==> config.mk <==
export PLATFORM = sky130hd
export DESIGN_NAME = bomb_countdown_timer
export DESIGN_NICKNAME = d
export VERILOG_FILES = /design/src/rtl/bomb_countdown_timer.sv
export SDC_FILE = /design/constraint.sdc
export NUM_CORES = 1
export LEC_CHECK = 0
export BUFFER_PORTS_ARGS = -buffer_cell sky130_fd_sc_hd__buf_2
export CAP_MARGIN = 15
export CORE_MARGIN = 4
export CORE_UTILIZATION = 65
export CTS_CLUSTER_DIAMETER = 100
export DETAILED_ROUTE_END_ITERATION = 7
export GPL_ROUTABILITY_DRIVEN = 0
export PLACE_DENSITY = 0.85
export SLEW_MARGIN = 10
export SYNTH_ARGS = -nofsm -noshare
export SYNTH_HDL_FRONTEND = slang
export SYNTH_SLANG_ARGS = --single-unit
==> constraint.sdc <==
create_clock -name clk -period 7.5 [get_ports clk]
set_input_delay 0.375 -clock clk [delete_from_list [all_inputs] [get_ports clk]]
set_output_delay 0.375 -clock clk [all_outputs]
set_load 0.05 [all_outputs]
==> src/rtl/bomb_countdown_timer.sv <==
// Per-level bomb countdown: loads a start time, ticks once per second, applies strike
// penalties, and presents the remaining seconds as BCD through a sequential converter.
module bomb_countdown_timer #(
  parameter int CLK_HZ    = 50000000,
  parameter int BASE_TIME = 300,
  parameter int STEP_TIME = 10,
  parameter int MIN_TIME  = 60,
  parameter int PENALTY   = 15
) (
  input  logic       clk,
  input  logic       reset,
  input  logic [7:0] game_state,
  input  logic [7:0] cur_level,
  input  logic       strike,
  output logic [3:0] time_hund,
  output logic [3:0] time_tens,
  output logic [3:0] time_ones,
  output logic       running,
  output logic       expired,
  output logic       sec_tick
);

  localparam int              PS_W      = (CLK_HZ > 1) ? $clog2(CLK_HZ) : 1;
  localparam logic [PS_W-1:0] LP_PS_MAX = PS_W'(CLK_HZ - 1);
  localparam logic [15:0]     LP_BASE   = 16'(BASE_TIME);
  localparam logic [15:0]     LP_STEP   = 16'(STEP_TIME);
  localparam logic [15:0]     LP_MIN    = 16'(MIN_TIME);
  localparam logic [9:0]      LP_PEN    = 10'(PENALTY);

  localparam logic [7:0] GS_IDLE  = 8'h00;
  localparam logic [7:0] GS_PLAY  = 8'h10;
  localparam logic [7:0] GS_DONE  = 8'h20;
  localparam logic [7:0] GS_OVER  = 8'h30;

  typedef enum logic [2:0] {S_IDLE, S_LOAD, S_RUN, S_HOLD, S_EXPIRED} state_t;

  state_t          r_state;
  state_t          w_next_state;
  logic [7:0]      r_prev_state;
  logic [PS_W-1:0] r_prescaler;
  logic [9:0]      r_remaining;
  logic [9:0]      w_rem_next;
  logic            r_running;
  logic            r_expired;
  logic            r_sec_tick;
  logic            w_running_next;
  logic            w_expired_next;
  logic            w_start_evt;
  logic            w_tick;
  logic [9:0]      w_dec;

  logic [15:0]     w_prod;
  logic [15:0]     w_diff;
  logic [15:0]     w_start16;
  logic [9:0]      w_start;

  logic            r_conv_busy;
  logic [3:0]      r_conv_cnt;
  logic [9:0]      r_conv_bin;
  logic [10:0]     r_conv_bcd;
  logic [10:0]     w_adj;
  logic [11:0]     w_bcd_shift;
  logic [11:0]     r_digits;

  assign w_start_evt = (game_state == GS_PLAY) && (r_prev_state != GS_PLAY);

  // Start time: underflow or short result falls back to the floor, then display clamp.
  assign w_prod    = 16'(cur_level) * LP_STEP;
  assign w_diff    = LP_BASE - w_prod;
  assign w_start16 = ((w_prod > LP_BASE) || (w_diff < LP_MIN)) ? LP_MIN : w_diff;
  assign w_start   = (w_start16 > 16'd999) ? 10'd999 : w_start16[9:0];

  assign w_tick = (r_state == S_RUN) && (r_prescaler == LP_PS_MAX) && (r_remaining != 10'd0);
  assign w_dec  = {9'd0, w_tick} + ((strike && (r_state == S_RUN)) ? LP_PEN : 10'd0);

  always_comb begin
    w_rem_next = r_remaining;
    if (w_next_state == S_LOAD)
      w_rem_next = w_start;
    else if (r_state == S_RUN)
      w_rem_next = (r_remaining > w_dec) ? (r_remaining - w_dec) : 10'd0;
  end

  always_ff @(posedge clk or negedge reset) begin
    if (!reset) begin
      r_state      <= S_IDLE;
      r_prev_state <= GS_IDLE;
      r_running    <= 1'b0;
      r_expired    <= 1'b0;
    end else begin
      r_state      <= w_next_state;
      r_prev_state <= game_state;
      r_running    <= w_running_next;
      r_expired    <= w_expired_next;
    end
  end

  always_comb begin
    w_next_state = r_state;
    case (r_state)
      S_IDLE:    w_next_state = S_IDLE;
      S_LOAD:    w_next_state = S_RUN;
      S_RUN: begin
        if (r_remaining == 10'd0)
          w_next_state = S_EXPIRED;
        else if ((game_state == GS_DONE) || (game_state == GS_OVER))
          w_next_state = S_HOLD;
        else if (game_state == GS_IDLE)
          w_next_state = S_IDLE;
      end
      S_HOLD:    if (game_state == GS_IDLE) w_next_state = S_IDLE;
      S_EXPIRED: if (game_state != GS_PLAY) w_next_state = S_IDLE;
      default:   w_next_state = S_IDLE;
    endcase
    if (w_start_evt && (r_state != S_LOAD))
      w_next_state = S_LOAD;
  end

  always_comb begin
    w_running_next = (w_next_state == S_RUN);
    w_expired_next = (w_next_state == S_EXPIRED);
  end

  always_ff @(posedge clk or negedge reset) begin
    if (!reset) begin
      r_prescaler <= '0;
      r_remaining <= 10'd0;
      r_sec_tick  <= 1'b0;
    end else begin
      r_remaining <= w_rem_next;
      r_sec_tick  <= w_tick && (w_next_state != S_LOAD);
      if ((w_next_state == S_LOAD) || (r_state == S_LOAD) || (r_state == S_IDLE))
        r_prescaler <= '0;
      else if (r_state == S_RUN)
        r_prescaler <= (r_prescaler == LP_PS_MAX) ? '0 : (r_prescaler + 1'b1);
    end
  end

  // Double-dabble: add-3 on each BCD digit >= 5, then shift one binary bit in.
  genvar gi;
  generate
    for (gi = 0; gi < 2; gi++) begin : g_adj
      assign w_adj[gi*4 +: 4] = (r_conv_bcd[gi*4 +: 4] >= 4'd5) ?
                                (r_conv_bcd[gi*4 +: 4] + 4'd3) : r_conv_bcd[gi*4 +: 4];
    end
  endgenerate
  assign w_adj[10:8]  = (r_conv_bcd[10:8] >= 3'd5) ? (r_conv_bcd[10:8] + 3'd3) : r_conv_bcd[10:8];
  assign w_bcd_shift  = {w_adj, r_conv_bin[9]};

  // A conversion finishing on the same edge as a new change still publishes its result.
  always_ff @(posedge clk or negedge reset) begin
    if (!reset) begin
      r_conv_busy <= 1'b0;
      r_conv_cnt  <= 4'd0;
      r_conv_bin  <= 10'd0;
      r_conv_bcd  <= 11'd0;
      r_digits    <= 12'd0;
    end else begin
      if (r_conv_busy && (r_conv_cnt == 4'd9))
        r_digits <= w_bcd_shift;
      if (w_rem_next != r_remaining) begin
        r_conv_busy <= 1'b1;
        r_conv_cnt  <= 4'd0;
        r_conv_bin  <= w_rem_next;
        r_conv_bcd  <= 11'd0;
      end else if (r_conv_busy) begin
        r_conv_bin  <= {r_conv_bin[8:0], 1'b0};
        r_conv_bcd  <= w_bcd_shift[10:0];
        r_conv_cnt  <= r_conv_cnt + 4'd1;
        if (r_conv_cnt == 4'd9)
          r_conv_busy <= 1'b0;
      end
    end
  end

  assign time_hund = r_digits[11:8];
  assign time_tens = r_digits[7:4];
  assign time_ones = r_digits[3:0];
  assign running   = r_running;
  assign expired   = r_expired;
  assign sec_tick  = r_sec_tick;

endmodule
# Yosys cells after proc, flatten, opt, wreduce, memory -nomap -nowiden
# Index checks and enable logic that the tools add are counted.
# word_totals
regBits,88
in_bits,19
out_inout_bits,15
word_cells,89
# op_classes
n_addsub,8
multipliers,1
magnitude_cmp,7
eq_ne,17
muxes,27
n_reduce_logical,17
# ops
operator,n
$mux W26,3
$mux W10,6
$add A26 B1 Y26 const B,1
$eq A26 B26 Y1 const B,1
$mux W11,2
$mux W4,5
$mux W3,6
$eq A8 B6 Y1 const B,2
$gt A16 B10 Y1 const B,1
$lt A16 B6 Y1 const B,1
$mux W16,1
$ne A8 B5 Y1 const B,2
$sub A9 B12 Y13 const A,1
$gt A12 B9 Y1 const B,1
$pmux W3 S4,1
$mul A8 B3 Y11 const B,1
$gt A10 B5 Y1,1
$logic_not A10 Y1,1
$ne A10 B10 Y1,1
$reduce_bool A10 Y1,1
$sub A10 B5 Y10,1
$eq A3 B2 Y1 const B,3
$add A4 B2 Y4 const B,2
$eq A8 B5 Y1 const B,1
15 further kinds,31

# Depth between registers and ports, before layout
# Gate-level depths: netlist of run 1.
# depth
word_depth,10
depth_mapped,23
mapped_depth_nobuf,20

# Worst setup path after synthesis of run 1
# OpenSTA, ideal clock, no wires.
# synth_timing
path_type,register to register
start,register r_remaining[5]
end,register r_conv_bin[9]
setup_time_ns,0.125
arrival_ns,4.699
slack_ns,2.676
path_stages_with_launch,20
n_path_buf,2
path_cell_list,dfrtp_1 -> or4_1 -> nor2_2 -> nand3_1 -> nand3_1 -> inv_1 -> ha_1 -> ha_1 -> fa_1 -> nor2b_1 -> o22a_1 -> o21ai_1 -> a2111oi_1 -> o21ai_0 -> nand2_1 -> mux2i_1 -> or4_1 -> buf_2 -> buf_6 -> mux2_4
# synth_between
elab_chain_cells,9
elab_cells_between_ends,16
classes_between,add/sub: 2; order compare: 1; eq/ne: 2; mux: 7; reduce/logical: 4
# synth_lines
element,line,source
"start, declared",41,logic [9:0] r_remaining;
"start signal, assigned",130,r_remaining <= w_rem_next;
$reduce_bool A10 Y1,73,assign w_tick = (r_state == S_RUN) && (r_prescaler == LP_PS_MAX) && (r_remaining != 10'd0);
$logic_and A1 B1 Y1,73,
$add A1 B4 Y5,74,"assign w_dec = {9'd0, w_tick} + ((strike && (r_state == S_RUN)) ? LP_PEN : 10'd0);"
$sub A10 B5 Y10 / $gt A10 B5 Y1 (equally long branches),81,w_rem_next = (r_remaining > w_dec) ? (r_remaining - w_dec) : 10'd0;
$mux W10,81,
$mux W10,80,else if (r_state == S_RUN)
$mux W10,78,if (w_next_state == S_LOAD)
$ne A10 B10 Y1,161,if (w_rem_next != r_remaining) begin
$mux W10 / $reduce_bool A2 Y1 (equally long branches),--,
"end signal, assigned",164,r_conv_bin <= w_rem_next;
"end signal, assigned",167,"r_conv_bin <= {r_conv_bin[8:0], 1'b0};"
"end, declared",59,logic [9:0] r_conv_bin;
# Parallel ways exist; a longest one is shown, timed or not.
# A chain may end at the register's enable or synchronous reset.

# Worst setup path in the final report of run 1
# layout_timing
start,register r_remaining[5]
end,register r_conv_bin[3]
# layout_between
elab_chain_cells,9
elab_cells_between_ends,16
classes_between,add/sub: 2; order compare: 1; eq/ne: 2; mux: 7; reduce/logical: 4
# layout_lines
element,line,source
$reduce_bool A10 Y1,73,
$logic_and A1 B1 Y1,73,
$add A1 B4 Y5,74,
$sub A10 B5 Y10 / $gt A10 B5 Y1 (equally long branches),81,
$mux W10,81,
$mux W10,80,
$mux W10 *,78,
named net w_rem_next[4],42,logic [9:0] w_rem_next;
$ne A10 B10 Y1 *,161,
$mux W10 / $reduce_bool A2 Y1 (equally long branches),--,
# Mark *: on every way through the listed nets, which the timed path passes. The rest lies on a longest branch.

==> impl_metrics.tcl, run 1 <==
set metrics [dict create \
    cts_resized 0 \
    routed-via-count 4402 \
    grt_use_total_pct 24.27 \
    setup_tns_ps 0 \
    io_buffers 33 \
    viasPerCell 6.139 \
    powerDensity_mw_per_mm2 261.1 \
    p_total_mw 1.560 \
    clkSlewWorstSetupHoldPaths_ps 90 \
    die_h_um 99.58 \
    tritoncts "done" \
    end_kind "flip-flop" \
    cts_sinks 88 \
    cap_violations 0 \
    ir_drop_mv 0.1891 \
    worstPathRequired_ps 7740 \
    finalMaxSlewViolations 0 \
    synth_nets 625 \
    core_mm2 0.008175 \
    arrival_ps 5960 \
    max_freq_mhz 174.7 \
    clkLatencyLatePin_ps 350 \
    dp_hpwl_um 8228 \
    grt_pass1_vias 4439 \
    post-route-period-util_pct 76.32 \
    postCtsSetupRepairBufs 0 \
    h-tree-depth 3 \
    placementRows 33 \
    synth_ff_type "dfrtp_1" \
    wl_per_cell_um 16.10 \
    pin_count 34 \
    reg2reg_from "r_remaining[5]" \
    yosys_warnings 0 \
    antenna_cells 0 \
    status "finished clean" \
    start_util_pct 66.68 \
    min_from "game_state[6]" \
    holdWs_ps 148.3 \
    avgSynthCellArea_um2 9.481 \
    synth_edf_count 0 \
    grt.overflow.total 0 \
    syn2layout_area_growth_pct 9.571 \
    finalHoldViolCount 0 \
    grt_first_pass_wirelength_um 20040 \
    fin_util_pct 73.06 \
    async_flop_share_pct 100.0 \
    synth-seq-cells 88 \
    rsz0062_at_grt "no" \
    grt_max_degree 89 \
    fill_cells 613 \
    drt_iter0_drc 290 \
    root_buffer "clkbuf_8" \
    crit_fanout 26 \
    grt_antenna_before_repair 0 \
    finClkSkew_ps 11.43 \
    setup_viol 0 \
    ant_nets 0 \
    cts_buffers 9 \
    cellLeakagePower_nw 2.747 \
    clockBufferDepth 2 \
    die_area_mm2 0.009916 \
    ys_types 73 \
    cp-start-kind "flip-flop" \
    final_layout_size_suffix_gt1_share_pct 14.87 \
    hold_class "primary input to flip-flop" \
    cp-startpoint "r_remaining[5]" \
    yosysSeqAreaShare_pct 40.39 \
    worst-setup-path-type "flip-flop to flip-flop" \
    netlist_instances 575 \
    routed_wl_um 11550 \
    drc_errors 0 \
    worstMarginPinSlew_ps 1014 \
    final.min_clock_period_ps 5724 \
    first_pass_iters 5 \
    syn-cell-area_mm2 0.005451 \
    die_w_um 99.58 \
    relSlewSlack_pct 32.43 \
    nets 657 \
]
## layer usage
metal / track usage, % / wire length (µm) / up-vias
met5: 0 / 0 / -
met4: 5.147 / 136 / 0
met3: 5.259 / 551 / 18
met2: 42.77 / 5917 / 117
met1: 30.79 / 4940 / 2132
li1: - / - / 2135
## timing repair
action	CTS	global route
endpoints found under the hold margin	0	27
hold buffers	0	1
setup endpoints to repair	0	0
## kinds of logic (layout without fill, tap and decap cells)
| logic type | Yosys count | after routing | synth area share (%) |
|---|---|---|---|
| DFF | 88 | 88 | 40.39 |
| and+or+nand+nor | 219 | 219 | 20.82 |
| xor gates and xnor gates | 34 | 34 | 5.600 |
| muxes | 36 | 36 | 7.138 |
| adders and majority gates | 31 | 31 | 7.390 |
| AOI/OAI and AO/OA | 134 | 134 | 16.04 |
| buffers and inverters | 33 | 70 | 2.616 |
## critical path: stages, from the launching register on
cell and delay, ps:
dfrtp_1 430, or4_1 600, nor2_2 290, nand3_1 180, nand3_1 160, inv_1 60
ha_1 290, ha_1 210, fa_1 410, nor2b_1 170, o22a_1 210, o21ai_1 160
nand2_1 140, a221oi_1 100, a211oi_1 530, xnor2_1 180, o2111ai_1 140, or4_1 890
mux2_2 460
## stage by stage
step	instance area (µm²)	instances	worst slack [ps]
after CTS	5936	715	1820
after floorplan	5451	575	2676
after detailed placement	5683	699	1842
after global routing	5973	717	1346
final	5973	717	1776
after global placement	5683	699	2075
## sequential cells by signal, summed over array words and instances, names as in the netlist
register and flops:
r_prescaler 26, r_digits 12, r_conv_bcd 11, r_conv_bin 10, r_remaining 10, r_prev_state 8
r_conv_cnt 4, r_state 3, expired 1, r_conv_busy 1, running 1, sec_tick 1
## layout make-up
cell class                      count  area, µm²  area share (%)
Multi-Input combinational cell    454       3107           52.01
Sequential cell                    88       2202           36.87
Inverter                           18      67.56           1.131
Timing Repair Buffer               36      212.7           3.561
Tap cell                          105      131.4           2.199
Clock buffer                       10      137.6           2.304
Clock inverter                      6      115.1           1.927
## cell usage in the layout (no fill, tap or decap), drive strengths merged, types with 6 or more instances in the layout
master,netlist,final
xor2,23,23
nor4,10,10
mux2,20,20
clkbuf,9,10
nor3b,8,8
o21ai,48,48
and3,11,11
and2,8,8
nor2,63,63
dfrtp,88,88
nor2b,7,7
nand4,6,6
nand2b,8,8
xnor2,11,11
buf,6,35
nand3,18,18
nand2,50,50
ha,29,29
mux2i,16,16
a211oi,8,8
a21oi,32,32
nor3,13,13
inv,18,19
## power breakdown
part	internal [mW]	total (mW)	leakage (nW)	switching [mW]
logic	0.228	0.533	1.47	0.305
clock network	0.232	0.401	0.123	0.169
registers	0.549	0.625	1.15	0.0769
total	1.01	1.56	2.75	0.551
## cells in the mapped netlist (3+ instances only)
cell type / count / area, µm²
nand2b_1: 8 / 50.05
o21ai_0: 46 / 230.2
nor3_1: 13 / 65.06
nor4_1: 8 / 50.05
nand2_1: 49 / 183.9
nand4_1: 5 / 31.28
a211oi_1: 5 / 37.54
nor3b_1: 7 / 52.55
inv_1: 18 / 67.56
and2_1: 8 / 50.05
mux2_2: 19 / 214.0
a21boi_0: 3 / 22.52
ha_1: 29 / 362.9
a21oi_1: 31 / 155.2
buf_2: 3 / 15.01
clkbuf_1: 9 / 33.78
nor2_1: 61 / 229.0
nand3_1: 18 / 90.09
and3_1: 11 / 68.82
o21bai_1: 4 / 30.03
mux2i_1: 16 / 160.2
xor2_1: 23 / 201.4
a211oi_2: 3 / 37.54
a31oi_1: 4 / 25.02
xnor2_1: 10 / 87.58
nor2b_1: 7 / 43.79
and4_1: 3 / 26.28
a21o_1: 4 / 30.03
o31ai_1: 4 / 30.03
a211o_1: 3 / 26.28
dfrtp_1: 88 / 2202
## worst paths after layout
kind,end,slack (ps),depth (start not counted)
setup / recovery,r_conv_bin[3],1780,18
hold / removal,r_prev_state[6],150,1
setup reg to reg,r_conv_bin[3],1780,18
hold reg to reg,r_digits[11],480,2
max in group asynchronous,r_digits[0],6380,3
min in group asynchronous,r_prev_state[6],510,2
(Power assumes the default switching activity.)
==> run 2: changes to the inputs <==
--- a/config.mk
+++ b/config.mk
@@ -8,11 +8,11 @@
 export BUFFER_PORTS_ARGS = -buffer_cell sky130_fd_sc_hd__buf_2
 export CAP_MARGIN = 15
 export CORE_MARGIN = 4
-export CORE_UTILIZATION = 65
+export CORE_UTILIZATION = 61
 export CTS_CLUSTER_DIAMETER = 100
 export DETAILED_ROUTE_END_ITERATION = 7
 export GPL_ROUTABILITY_DRIVEN = 0
-export PLACE_DENSITY = 0.85
+export PLACE_DENSITY = 0.8
 export SLEW_MARGIN = 10
 export SYNTH_ARGS = -nofsm -noshare
 export SYNTH_HDL_FRONTEND = slang
==> constraint.sdc (replaced) <==
create_clock -name clk -period 5.67 [get_ports clk]
set_input_delay 0.2835 -clock clk [delete_from_list [all_inputs] [get_ports clk]]
set_output_delay 0.2835 -clock clk [all_outputs]
set_load 0.05 [all_outputs]
==> run 2 against run 1 <==
Compared with the run above:
- via count fell by 1.5%
- worst hold slack got worse by 85 ps
- clock power shrank 2%
- critical path type unchanged
- critical endpoint is now r_conv_bin[9]
- largest cell class unchanged
==> impl_metrics.tcl, run 2 (same netlist as run 1, synthesis figures left out) <==
set metrics [dict create \
    status "finished clean" \
    h-tree-depth 3 \
    pin_count 34 \
    tritoncts "done" \
    die_h_um 102.5 \
    place_area_mm2 0.005702 \
    wl_per_cell_um 15.17 \
    nets 659 \
    final_cell_mix "88 x dfrtp_1, 61 x nor2_1, 49 x nand2_1, 46 x o21ai_0, 32 x buf_2" \
    end_kind "flip-flop" \
    grt_pass1_vias 4264 \
    cap_violations 0 \
    p_total_mw 1.927 \
    layout.cells.most_common "dfrtp_1" \
    fin_ws_ps 424.2 \
    setup_tns_ps 0 \
    post-route-period-util_pct 92.52 \
    power_switching_uw 721.1 \
    cellLeakagePower_nw 2.718 \
    root_buffer "clkbuf_8" \
    core_mm2 0.008721 \
    dpl.cell_count 704 \
    cp-start-kind "flip-flop" \
    fill_cells 669 \
    die_w_um 102.5 \
    largest_register_ffs 26 \
    grt.overflow.total 0 \
    antenna_cells 0 \
    clkLatencyLatePin_ps 350 \
    finalMaxSlewViolations 0 \
    io_buffers 33 \
    fin_area_mm2 0.005918 \
    final.min_clock_period_ps 5246 \
    final_layout_size_suffix_gt1_share_pct 15.01 \
    fin_cells 721 \
    hold_class "primary input to flip-flop" \
    viasPerCell 6.014 \
    ir_drop_mv 0.1806 \
    p_comb_share_pct 36.7 \
    placementRows 34 \
    grt_max_degree 89 \
    worstPathRequired_ps 5900 \
    dp_hpwl_um 7857 \
    ant_nets 0 \
    internal_power_mw 1.206 \
    routed_wl_um 10940 \
    start_util_pct 62.51 \
    worst-setup-path-type "flip-flop to flip-flop" \
    crit_fanout 26 \
    cts_sinks 88 \
    multi_input_area_mm2 0.003107 \
    rsz0062_at_grt "no" \
    first_pass_iters 5 \
    relSlewSlack_pct 36.02 \
    switching_share_pct 37.41 \
    grt_first_pass_wirelength_um 19130 \
    max_freq_mhz 190.6 \
    setup_viol 0 \
    arrival_ps 5480 \
    top_register "r_prescaler" \
    finalHoldViolCount 0 \
    clkSlewWorstSetupHoldPaths_ps 80 \
    syn2layout_area_growth_pct 8.561 \
    drc_errors 0 \
    finClkSkew_ps 18.73 \
    grt_antenna_before_repair 0 \
    cts_buffers 9 \
    p_clk_share_pct 20.4 \
    clockBufferDepth 2 \
    drt_iter0_drc 215 \
    powerDensity_mw_per_mm2 325.7 \
    pre_cts_slack_ps 504.2 \
    largestRegisters "r_prescaler x26, r_digits x12, r_conv_bcd x11" \
    grt_use_total_pct 22.33 \
    worstMarginPinSlew_ps 956.2 \
    routed-via-count 4336 \
    seq_area_mm2 0.002202 \
    die_area_mm2 0.01051 \
    seq_power_share_pct 43.0 \
]
==> run 2: cell types whose count changed in the layout (fill, tap and decap cells not counted), sizes merged <==
cell      previous run  this run
bufinv               3         0
buf                 35        37
clkinv               1         2
clkinvlp             1         2
==> run 2: routing by layer <==
| layer | vias up | GRT usage (%) | wire length, µm |
|---|---|---|---|
| met5 | - | 0 | 0 |
| met4 | 0 | 7.770 | 223 |
| met3 | 23 | 3.383 | 482 |
| met2 | 105 | 37.29 | 5392 |
| met1 | 2073 | 29.79 | 4841 |
| li1 | 2135 | - | - |
==> run 2: layout make-up <==
class	count	share of cell area, %
inverters	18	1.142
flip-flops and latches	88	37.21
clock buffers	10	2.326
clock inverters	5	0.6977
repair buffers	38	3.848
well taps	108	2.283
multi-input cells	454	52.49
==> run 2: path summary, 6_finish.rpt <==
kind | startpoint | end | slack (ps) | cells after the start
max | r_prescaler[0] | r_conv_bin[9] | 420 | 21
min in group asynchronous | reset | r_prev_state[7] | 370 | 2
min reg2reg | r_digits[9] | r_digits[9] | 480 | 2
max in group asynchronous | reset | r_digits[1] | 4690 | 3
max reg2reg | r_prescaler[0] | r_conv_bin[9] | 420 | 21
min | game_state[7] | r_prev_state[7] | 60 | 1
==> run 2: critical path, cell delays in order, from the launching register on <==
cell and delay [ps]:
dfrtp_1 390, ha_1 230, and3_1 200, and3_1 210
nand2_1 70, nor3_1 340, nand3_1 190, inv_1 100
ha_1 230, ha_1 210, fa_1 400, nor2b_1 170
o22a_1 200, o21ai_1 150, nand2_1 140, a221oi_1 80
a211oi_1 520, xnor2_1 180, o2111ai_1 120, or4_1 400
buf_4 240, mux2_4 320
==> run 2: timing repair <==
action	in CTS	in global routing
gates resized for setup	0	0
hold endpoints to repair	0	21
hold buffers	0	1
buffers inserted	0	0
==> run 2: stage by stage <==
step | hold WS, ps | utilization [%]
final | 63.70 | 67.86
after global routing | 36.84 | 67.86
after CTS | 49.13 | 67.43
after detailed placement | 414.9 | 65.38
after global placement | 410.1 | 65.38
after floorplan | -12.09 | -
==> run 2: power by group through the flow <==
stage	clock network [mW]	registers, mW	logic (mW)
6_report	0.393	0.828	0.707
5_1_grt	0.432	0.843	0.796
4_1_cts	0.400	0.826	0.700
3_5_place_dp	0	0.837	0.691
3_3_place_gp	0	0.829	0.672
2_1_floorplan	0	0.805	0.571
==> run 3: changes to the inputs <==
--- a/config.mk
+++ b/config.mk
@@ -5,14 +5,15 @@
 export SDC_FILE = /design/constraint.sdc
 export NUM_CORES = 1
 export LEC_CHECK = 0
+export ABC_AREA = 1
 export BUFFER_PORTS_ARGS = -buffer_cell sky130_fd_sc_hd__buf_2
 export CAP_MARGIN = 15
 export CORE_MARGIN = 4
-export CORE_UTILIZATION = 61
+export CORE_UTILIZATION = 62
 export CTS_CLUSTER_DIAMETER = 100
 export DETAILED_ROUTE_END_ITERATION = 7
 export GPL_ROUTABILITY_DRIVEN = 0
-export PLACE_DENSITY = 0.8
+export PLACE_DENSITY = 0.81
 export SLEW_MARGIN = 10
 export SYNTH_ARGS = -nofsm -noshare
 export SYNTH_HDL_FRONTEND = slang
==> constraint.sdc (replaced) <==
create_clock -name clk -period 5.67 [get_ports clk]
set_input_delay 0.2835 -clock clk [delete_from_list [all_inputs] [get_ports clk]]
set_output_delay 0.2835 -clock clk [all_outputs]
set_load 0.1 [all_outputs]
==> run 3 against run 2 <==
Compared with the run above:
- setup slack better by 480 ps
- power up 1.4%
- wire length up 15%
- global-route usage up 1.7 points
- utilization up 0.72 points
- die area up 5.3%
- synthesized cell count up 40%
- register-to-register slack better by 480 ps
- design area up 7.1%
==> impl_metrics.tcl, run 3 <==
set metrics [dict create \
    status "finished clean" \
    syn-cell-area_mm2 0.005859 \
    nets 887 \
    power_switching_uw 814.4 \
    start_util_pct 63.41 \
    cp-start-kind "flip-flop" \
    rsz0062_at_grt "no" \
    yosysTopAreaCell "dfrtp_1" \
    finClkSkew_ps 20.53 \
    wl_per_cell_um 12.95 \
    wl_met3_um 572 \
    synth_top_area_share_pct 37.58 \
    worstPathRequired_ps 5980 \
    placementRows 35 \
    post-route-period-util_pct 84.06 \
    ant_nets 0 \
    p_clk_share_pct 23.7 \
    arrival_ps 5070 \
    end_kind "flip-flop" \
    met2RoutedLength_um 6267 \
    ys_types 41 \
    ir_drop_mv 0.2149 \
    cts_buffers 9 \
    final_layout_size_suffix_gt1_share_pct 11.52 \
    synth-seq-cells 88 \
    grt_use_total_pct 23.99 \
    cp_slowest_cell "nor2_1" \
    powerDensity_mw_per_mm2 308.5 \
    final_cell_mix "222 x nand2_1, 104 x inv_1, 88 x dfrtp_1, 68 x nor2_1, 54 x nand3_1" \
    antenna_cells 0 \
    crit_fanout 11 \
    rrSetupSlack_ps 900 \
    met1_length_um 5498 \
    synth_nets 856 \
    routed_wl_um 12580 \
    io_buffers 33 \
    yosysMostFrequentCell "nand2_1" \
    routed.top_layer "met4" \
    relSlewSlack_pct 52.56 \
    layout.cells.most_common "nand2_1" \
    dp_hpwl_um 9350 \
    cellLeakagePower_nw 3.254 \
    yosys_warnings 0 \
    grt_antenna_before_repair 0 \
    grt_first_pass_wirelength_um 22180 \
    hold_class "primary input to flip-flop" \
    first_pass_iters 6 \
    h-tree-depth 3 \
    core_mm2 0.009240 \
    place_area_mm2 0.006118 \
    dpl.cell_count 954 \
    worstMarginPinSlew_ps 710.8 \
    seq_power_share_pct 38.7 \
    grt_pass1_vias 5110 \
    setup_viol 0 \
    clkLatencyLatePin_ps 380 \
    switching_share_pct 41.65 \
    p_comb_share_pct 37.5 \
    die_h_um 105.2 \
    async_flop_share_pct 100.0 \
    clockBufferDepth 2 \
    finalHoldViolCount 0 \
    top_register "r_prescaler" \
    clkSlewWorstSetupHoldPaths_ps 90 \
    yosysSeqAreaShare_pct 37.58 \
    viasPerCell 5.547 \
    die_area_mm2 0.01107 \
    cap_violations 0 \
    largestRegisters "r_prescaler x26, r_digits x12, r_conv_bcd x11" \
    pin_count 34 \
    internal_power_mw 1.141 \
    finalMaxSlewViolations 0 \
    grt.overflow.total 0 \
    tritoncts "done" \
    slowest_delay_ps 550 \
    avgSynthCellArea_um2 7.270 \
    max_freq_mhz 209.8 \
    root_buffer "clkbuf_8" \
    die_w_um 105.2 \
    netlist_instances 806 \
    final.min_clock_period_ps 4766 \
    synth_edf_count 0 \
    pre_cts_slack_ps 1090 \
    p_total_mw 1.955 \
    yosys-top-cells-count "222 x nand2_1, 104 x inv_1, 88 x dfrtp_1" \
    fin_area_mm2 0.006337 \
    fin_ws_ps 903.6 \
    cts_sinks 88 \
    worst-setup-path-type "flip-flop to flip-flop" \
    synth_area_leaders "dfrtp_1 38%, nand2_1 14%, inv_1 6.7%, ha_1 6.2%, nand3_1 4.6%" \
    synth_ff_type "dfrtp_1" \
    crit_top_cell "nand2_1" \
    drt_iter0_drc 376 \
    syn2layout_area_growth_pct 8.157 \
    setup_tns_ps 0 \
    routed-via-count 5386 \
    largest_register_ffs 26 \
    grt_max_degree 46 \
    drc_errors 0 \
    fin_cells 971 \
]
-- run 3: path summary, 6_finish.rpt --
kind | from | endpoint | cells after the start
min in group asynchronous | reset | r_prescaler[8] | 2
max reg2reg | r_prescaler[0] | r_conv_bin[7] | 28
min reg2reg | r_digits[7] | r_digits[7] | 2
max | r_prescaler[0] | r_conv_bin[7] | 28
max in group asynchronous | reset | r_conv_bin[5] | 3
min | game_state[3] | r_prev_state[3] | 1
-- run 3: kinds of logic (layout without fill, tap and decap cells) --
group / count (synthesis) / count (layout) / synth area share [%]
fa+ha+maj: 31 / 31 / 6.876
compound gates: 79 / 79 / 7.175
flops: 88 / 88 / 37.58
simple gates: 457 / 457 / 36.77
xor+xnor: 18 / 18 / 2.691
buf+inv: 133 / 169 / 8.904
-- run 3: power by group through the flow --
stage	clock network, mW	logic (mW)	registers, mW
after detailed placement	0	0.722	0.765
final	0.464	0.734	0.757
after floorplan	0	0.587	0.747
after global placement	0	0.707	0.764
after CTS	0.473	0.728	0.754
after global routing	0.501	0.839	0.763
-- run 3: timing repair --
action                     CTS  global route
setup endpoints to repair    0             0
resized for setup            0             0
hold endpoints to repair    43             0
hold buffers                 1             0
setup buffers                0             0
-- run 3: layout make-up --
type / count / area, µm²
multi-input cells: 585 / 3136
clock buffers: 9 / 123.9
flip-flops and latches: 88 / 2202
repair buffers: 35 / 185.2
fillers: 768 / 2903
well taps: 129 / 161.4
clock inverters: 7 / 85.08
inverters: 118 / 444.2
-- run 3: per-stage QoR --
step | hold WS [ps] | utilization (%)
floorplan | -12.09 | -
global placement | 306.2 | 66.22
detailed placement | 310.1 | 66.22
CTS | 17.39 | 68.59
global route | 16.26 | 68.59
finish | 30.60 | 68.59
-- run 3: critical path: cells and delay by family, from the launching register on --
kind	cells	cell delay, ps
simple gates	16	2510
fa+ha+maj	4	1020
buf+inv	6	550
flops	1	360
xor+xnor	1	170
compound gates	1	130
-- run 3: metal layers --
| metal | vias to the layer above | global-route usage [%] |
|---|---|---|
| li1 | 2685 | - |
| met1 | 2526 | 30.08 |
| met2 | 152 | 41.71 |
| met3 | 23 | 3.001 |
| met4 | 0 | 10.03 |
| met5 | - | 0 |
